`src/rtl/bin_to_bcd.sv`:
```
// bin_to_bcd: sequential double-dabble binary to packed BCD converter
// Ports: clk clock, rst sync active-high reset, start/bin conversion request,
//        busy high while shifting, done one-cycle result strobe,
//        bcd packed result (digit 0 in [3:0]), ovf only with BIN_TO_BCD_OVF_EN defined.
module bin_to_bcd #(
  parameter int WIDTH  = 8,
  parameter int DIGITS = 3
) (
  input  logic                clk,
  input  logic                rst,
  input  logic                start,
  input  logic [WIDTH-1:0]    bin,
  output logic                busy,
  output logic                done,
  output logic [4*DIGITS-1:0] bcd
`ifdef BIN_TO_BCD_OVF_EN
  ,
  output logic                ovf
`endif
);
  localparam int BW = 4 * DIGITS;
  localparam int CW = $clog2(WIDTH + 1);
  typedef enum logic [1:0] {IDLE, SHIFT, DONE} state_t;
  state_t           r_state;
  logic             r_busy;
  logic             r_done;
  logic [WIDTH-1:0] r_bin;
  logic [BW-1:0]    r_scr;
  logic [BW-1:0]    r_bcd;
  logic [BW-1:0]    w_adj;
  logic [BW-1:0]    w_scr_nxt;
  logic [CW-1:0]    r_cnt;
  logic             w_last;
  for (genvar d = 0; d < DIGITS; d++) begin : g_adj
    assign w_adj[4*d+:4] = (r_scr[4*d+:4] >= 4'd5) ? r_scr[4*d+:4] + 4'd3 : r_scr[4*d+:4];
  end
  // The carry out of the top digit is dropped, which leaves the result modulo 10^DIGITS.
  assign w_scr_nxt = {w_adj[BW-2:0], r_bin[WIDTH-1]};
  assign w_last    = (r_cnt == CW'(WIDTH - 1));
  assign busy      = r_busy;
  assign done      = r_done;
  assign bcd       = r_bcd;
`ifdef BIN_TO_BCD_OVF_EN
  logic r_ovf_s;
  logic r_ovf;
  assign ovf = r_ovf;
`else
  logic w_unused_carry;
  assign w_unused_carry = w_adj[BW-1];
`endif
  always_ff @(posedge clk) begin
    if (rst) begin
      r_state <= IDLE;
      r_busy  <= 1'b0;
      r_done  <= 1'b0;
      r_bin   <= '0;
      r_scr   <= '0;
      r_cnt   <= '0;
      r_bcd   <= '0;
`ifdef BIN_TO_BCD_OVF_EN
      r_ovf_s <= 1'b0;
      r_ovf   <= 1'b0;
`endif
    end else if (r_state == SHIFT) begin
      r_scr <= w_scr_nxt;
      r_bin <= r_bin << 1;
      r_cnt <= r_cnt + CW'(1);
`ifdef BIN_TO_BCD_OVF_EN
      r_ovf_s <= r_ovf_s | w_adj[BW-1];
`endif
      if (w_last) begin
        r_state <= DONE;
        r_busy  <= 1'b0;
        r_done  <= 1'b1;
        r_bcd   <= w_scr_nxt;
`ifdef BIN_TO_BCD_OVF_EN
        r_ovf   <= r_ovf_s | w_adj[BW-1];
`endif
      end
    end else if (start) begin
      r_state <= SHIFT;
      r_busy  <= 1'b1;
      r_done  <= 1'b0;
      r_bin   <= bin;
      r_scr   <= '0;
      r_cnt   <= '0;
`ifdef BIN_TO_BCD_OVF_EN
      r_ovf_s <= 1'b0;
`endif
    end else begin
      r_state <= IDLE;
      r_busy  <= 1'b0;
      r_done  <= 1'b0;
    end
  end
endmodule

```
`config.mk`:
```
export PLATFORM = sky130hd
export DESIGN_NAME = bin_to_bcd
export DESIGN_NICKNAME = d
export VERILOG_FILES = /design/src/rtl/bin_to_bcd.sv
export SDC_FILE = /design/constraint.sdc
export NUM_CORES = 1
export LEC_CHECK = 0
export BUFFER_PORTS_ARGS = -buffer_cell sky130_fd_sc_hd__buf_2
export CORE_MARGIN = 1
export CORE_UTILIZATION = 60
export CTS_CLUSTER_DIAMETER = 40
export DETAILED_ROUTE_END_ITERATION = 8
export GPL_TIMING_DRIVEN = 0
export PLACE_DENSITY = 0.86
export RECOVER_POWER = 25
export SLEW_MARGIN = 0
export SYNTH_ARGS = -nofsm -noshare
export SYNTH_HDL_FRONTEND = slang
export SYNTH_SLANG_ARGS = --single-unit
export TNS_END_PERCENT = 30
```
`constraint.sdc`:
```
create_clock -name clk -period 4.7 [get_ports clk]
set_clock_uncertainty 0.2 [all_clocks]
set_input_delay 0.94 -clock clk [delete_from_list [all_inputs] [get_ports clk]]
set_output_delay 0.94 -clock clk [all_outputs]
set_load 0.02 [all_outputs]
```
==> impl_results.md <==
- Status: completed
- Synth area leaders: dfxtp_1 (45%), mux2i_1 (5.2%), a211oi_1 (5.2%), ha_1 (5.0%), o22ai_1 (5.0%)
- Synthesis-to-layout area growth: 12.0%
- GR Overflow Total: 0
- CP cell instances: ha_1, nand2_1, nor3_1, buf_2, a211oi_1
- Fin util: 0.709
- Commonest non-fill, non-tap cell in the layout: dfxtp_1
- Post_cts resized: 0
- Synthesized cell area: 1750 um^2
- Highest clock rate: 0.392 GHz
- Die height: 55.9 um
- Seq cells post-synth: 39
- # fillers: 210
- Count of input and output buffers: 23
- CTS tree: yes
- Num CTS Buffers: 5
- CP endpoint kind: flip-flop
- Clock net sink count: 39
- Clock latency on the worst-skew pair: 0.35 ns
- CP required: 4.71 ns
- Netlist cell types: 25
- Number of max-cap violations: 0
- Post-synth top area share: 0.447
- Largest area contributor in the netlist: dfxtp_1
- WL/cell: 15.4 um
- RSZ-0062 raised after global routing: false
- Final worst path period need: 2.55 ns
- Clock Tree Buf Depth: 2
- Period Utilization, post-route: 0.543
- Max IR drop VDD: 0.300 mV
- Yosys Warn Count: 0
- Worst hold start: done
- DRC: 0
- Final setup fails: 0
- Slowest CP cell: nor3_1
- Register area share after synthesis: 0.447
- R2R Path Start: r_cnt[0]
- Antenna Violating Nets Remaining: 0
- Syn_area_per_cell: 9.04 um^2
- Main synth FF type: dfxtp_1
- Total wire length: 3920 um
- Share of layout cells above drive strength 1: 0.170
- Io pins: 25
- Tightest Hold Check Type: reg -> reg
- DR vias/cell: 6.03
- First-pass GRT wire length: 6450 um
- Rel. slew slack: 0.0918
- Syn Nets: 211
- Ant. Diodes: 0
- 1st-iter DRT viols: 63
- CTS root buf: clkbuf_4
- Worst-path maximum fanout: 10
- Largest net degree at the start of global routing: 12
- Max Slew Vio Count: 0
- Arrival time at the worst endpoint: 2.56 ns
- CTS Hold Bufs: 0
- PD cells: 300 nW/um^2
- Max incr delay on CP: 1.03 ns
- Setup TNS: 0 ns
- Post-synth EDFFs: 0
- Total iterations of the first detailed-routing run: 4
- Commonest non-fill, non-tap cells in the layout: dfxtp_1 (39), buf_2 (27), nor2_1 (20)
- Worst setup path start: r_cnt[0]
- Rows: 19
- Nets: 241
- FFs w/ async S/R, synth: 0
- HPWL Detailed: 2760 um
- Critical path startpoint category: flip-flop
- Total GRT Usage: 0.271
- Least-Margin Pin Slew: 1.35 ns
- Gpl congestion: 0.849
- Initial core utilization: 0.633
- Core region area: 2760 um^2
- Number of global-route vias before repair: 1,422
- Cells after Synth: 193
- Leak pwr: 0.000756 uW
- Htree depth: 2
- Clk pin slew, worst setup/hold paths: 0.10 ns
- Initial antenna violation count: 0
- Die area: 3130 um^2
- Final Hold Fails: 0
- Setup Buffers After CTS: 0
- Vias post-DR: 1,537
- Die width: 55.9 um
- Crit Path Class: reg -> reg
-- path summary, 6_finish.rpt --
path | depth (start not counted) | slack [ns] | to
setup / recovery | 5 | 2.15 | bcd[8]
hold / removal | 2 | 0.29 | done
setup reg to reg | 5 | 2.15 | bcd[8]
hold reg to reg | 2 | 0.29 | done
-- worst max-delay path: cells and delay by family (launching register included) --
| kind | cells | cell delay (ns) |
|---|---|---|
| AOI/OAI and AO/OA | 1 | 0.10 |
| adders and majority gates | 1 | 0.21 |
| and+or+nand+nor | 2 | 1.11 |
| DFF | 1 | 0.40 |
| buffers and inverters | 1 | 0.39 |
-- cell families after synthesis --
kind of cell	share of synthesized area
mux	0.0710
xor+xnor	0.0151
buf+inv	0.0444
flops	0.447
compound gates	0.168
fa+ha+maj	0.0502
simple gates	0.204
-- metal layers --
| layer | vias to the layer above | GRT usage | share of wire | wire length [um] |
|---|---|---|---|---|
| met4 | 0 | 0.125 | 0.019 | 73 |
| li1 | 748 | - | - | - |
| met2 | 45 | 0.439 | 0.51 | 2000 |
| met1 | 737 | 0.334 | 0.43 | 1680 |
| met5 | - | 0 | 0 | 0 |
| met3 | 7 | 0.0767 | 0.044 | 174 |
-- state kept, by name (all words and copies together) (netlist names) --
register,cells
r_state,2
r_scr,12
done,1
r_bin,8
r_cnt,4
bcd,12
-- where the power goes --
group / internal [uW] / total, uW / switching (uW) / leakage (uW)
Sequential: 338 / 343 / 4.96 / 0.000317
Combinational: 17.7 / 46.9 / 29.2 / 0.000401
Clock: 88.1 / 196 / 108 / 0.0000386
-- through the flow --
stage,power [uW],cell area (um^2),hold slack [ns],instances,setup WS (ns)
after floorplan,381,1750,0.244,193,2.78
after global placement,394,1900,0.260,247,2.50
after detailed placement,397,1900,0.272,247,2.41
after CTS,590,1970,0.293,255,2.67
after global routing,606,1960,0.312,255,1.98
final,586,1960,0.291,255,2.15
-- synthesized netlist by cell type, types with 5 or more instances --
cell	number
nand3b_1	5
inv_1	7
o21ai_0	7
nor2_1	20
or3_1	7
a21oi_1	16
o22ai_1	14
buf_2	5
clkbuf_1	5
dfxtp_1	39
mux2i_1	9
nor3b_1	5
a211oi_1	12
nand2b_1	11
ha_1	7
nor3_1	5
-- area by class of cell --
type	count	area, um^2	area share
repair buffers	23	114	0.0582
well taps	31	38.8	0.0198
multi-input cells	135	876	0.448
clock buffers	8	68.8	0.0352
flip-flops and latches	39	781	0.399
inverters	7	26.3	0.0134
plain buffers	12	51.3	0.0262
Power figures use the tool's default switching activity.
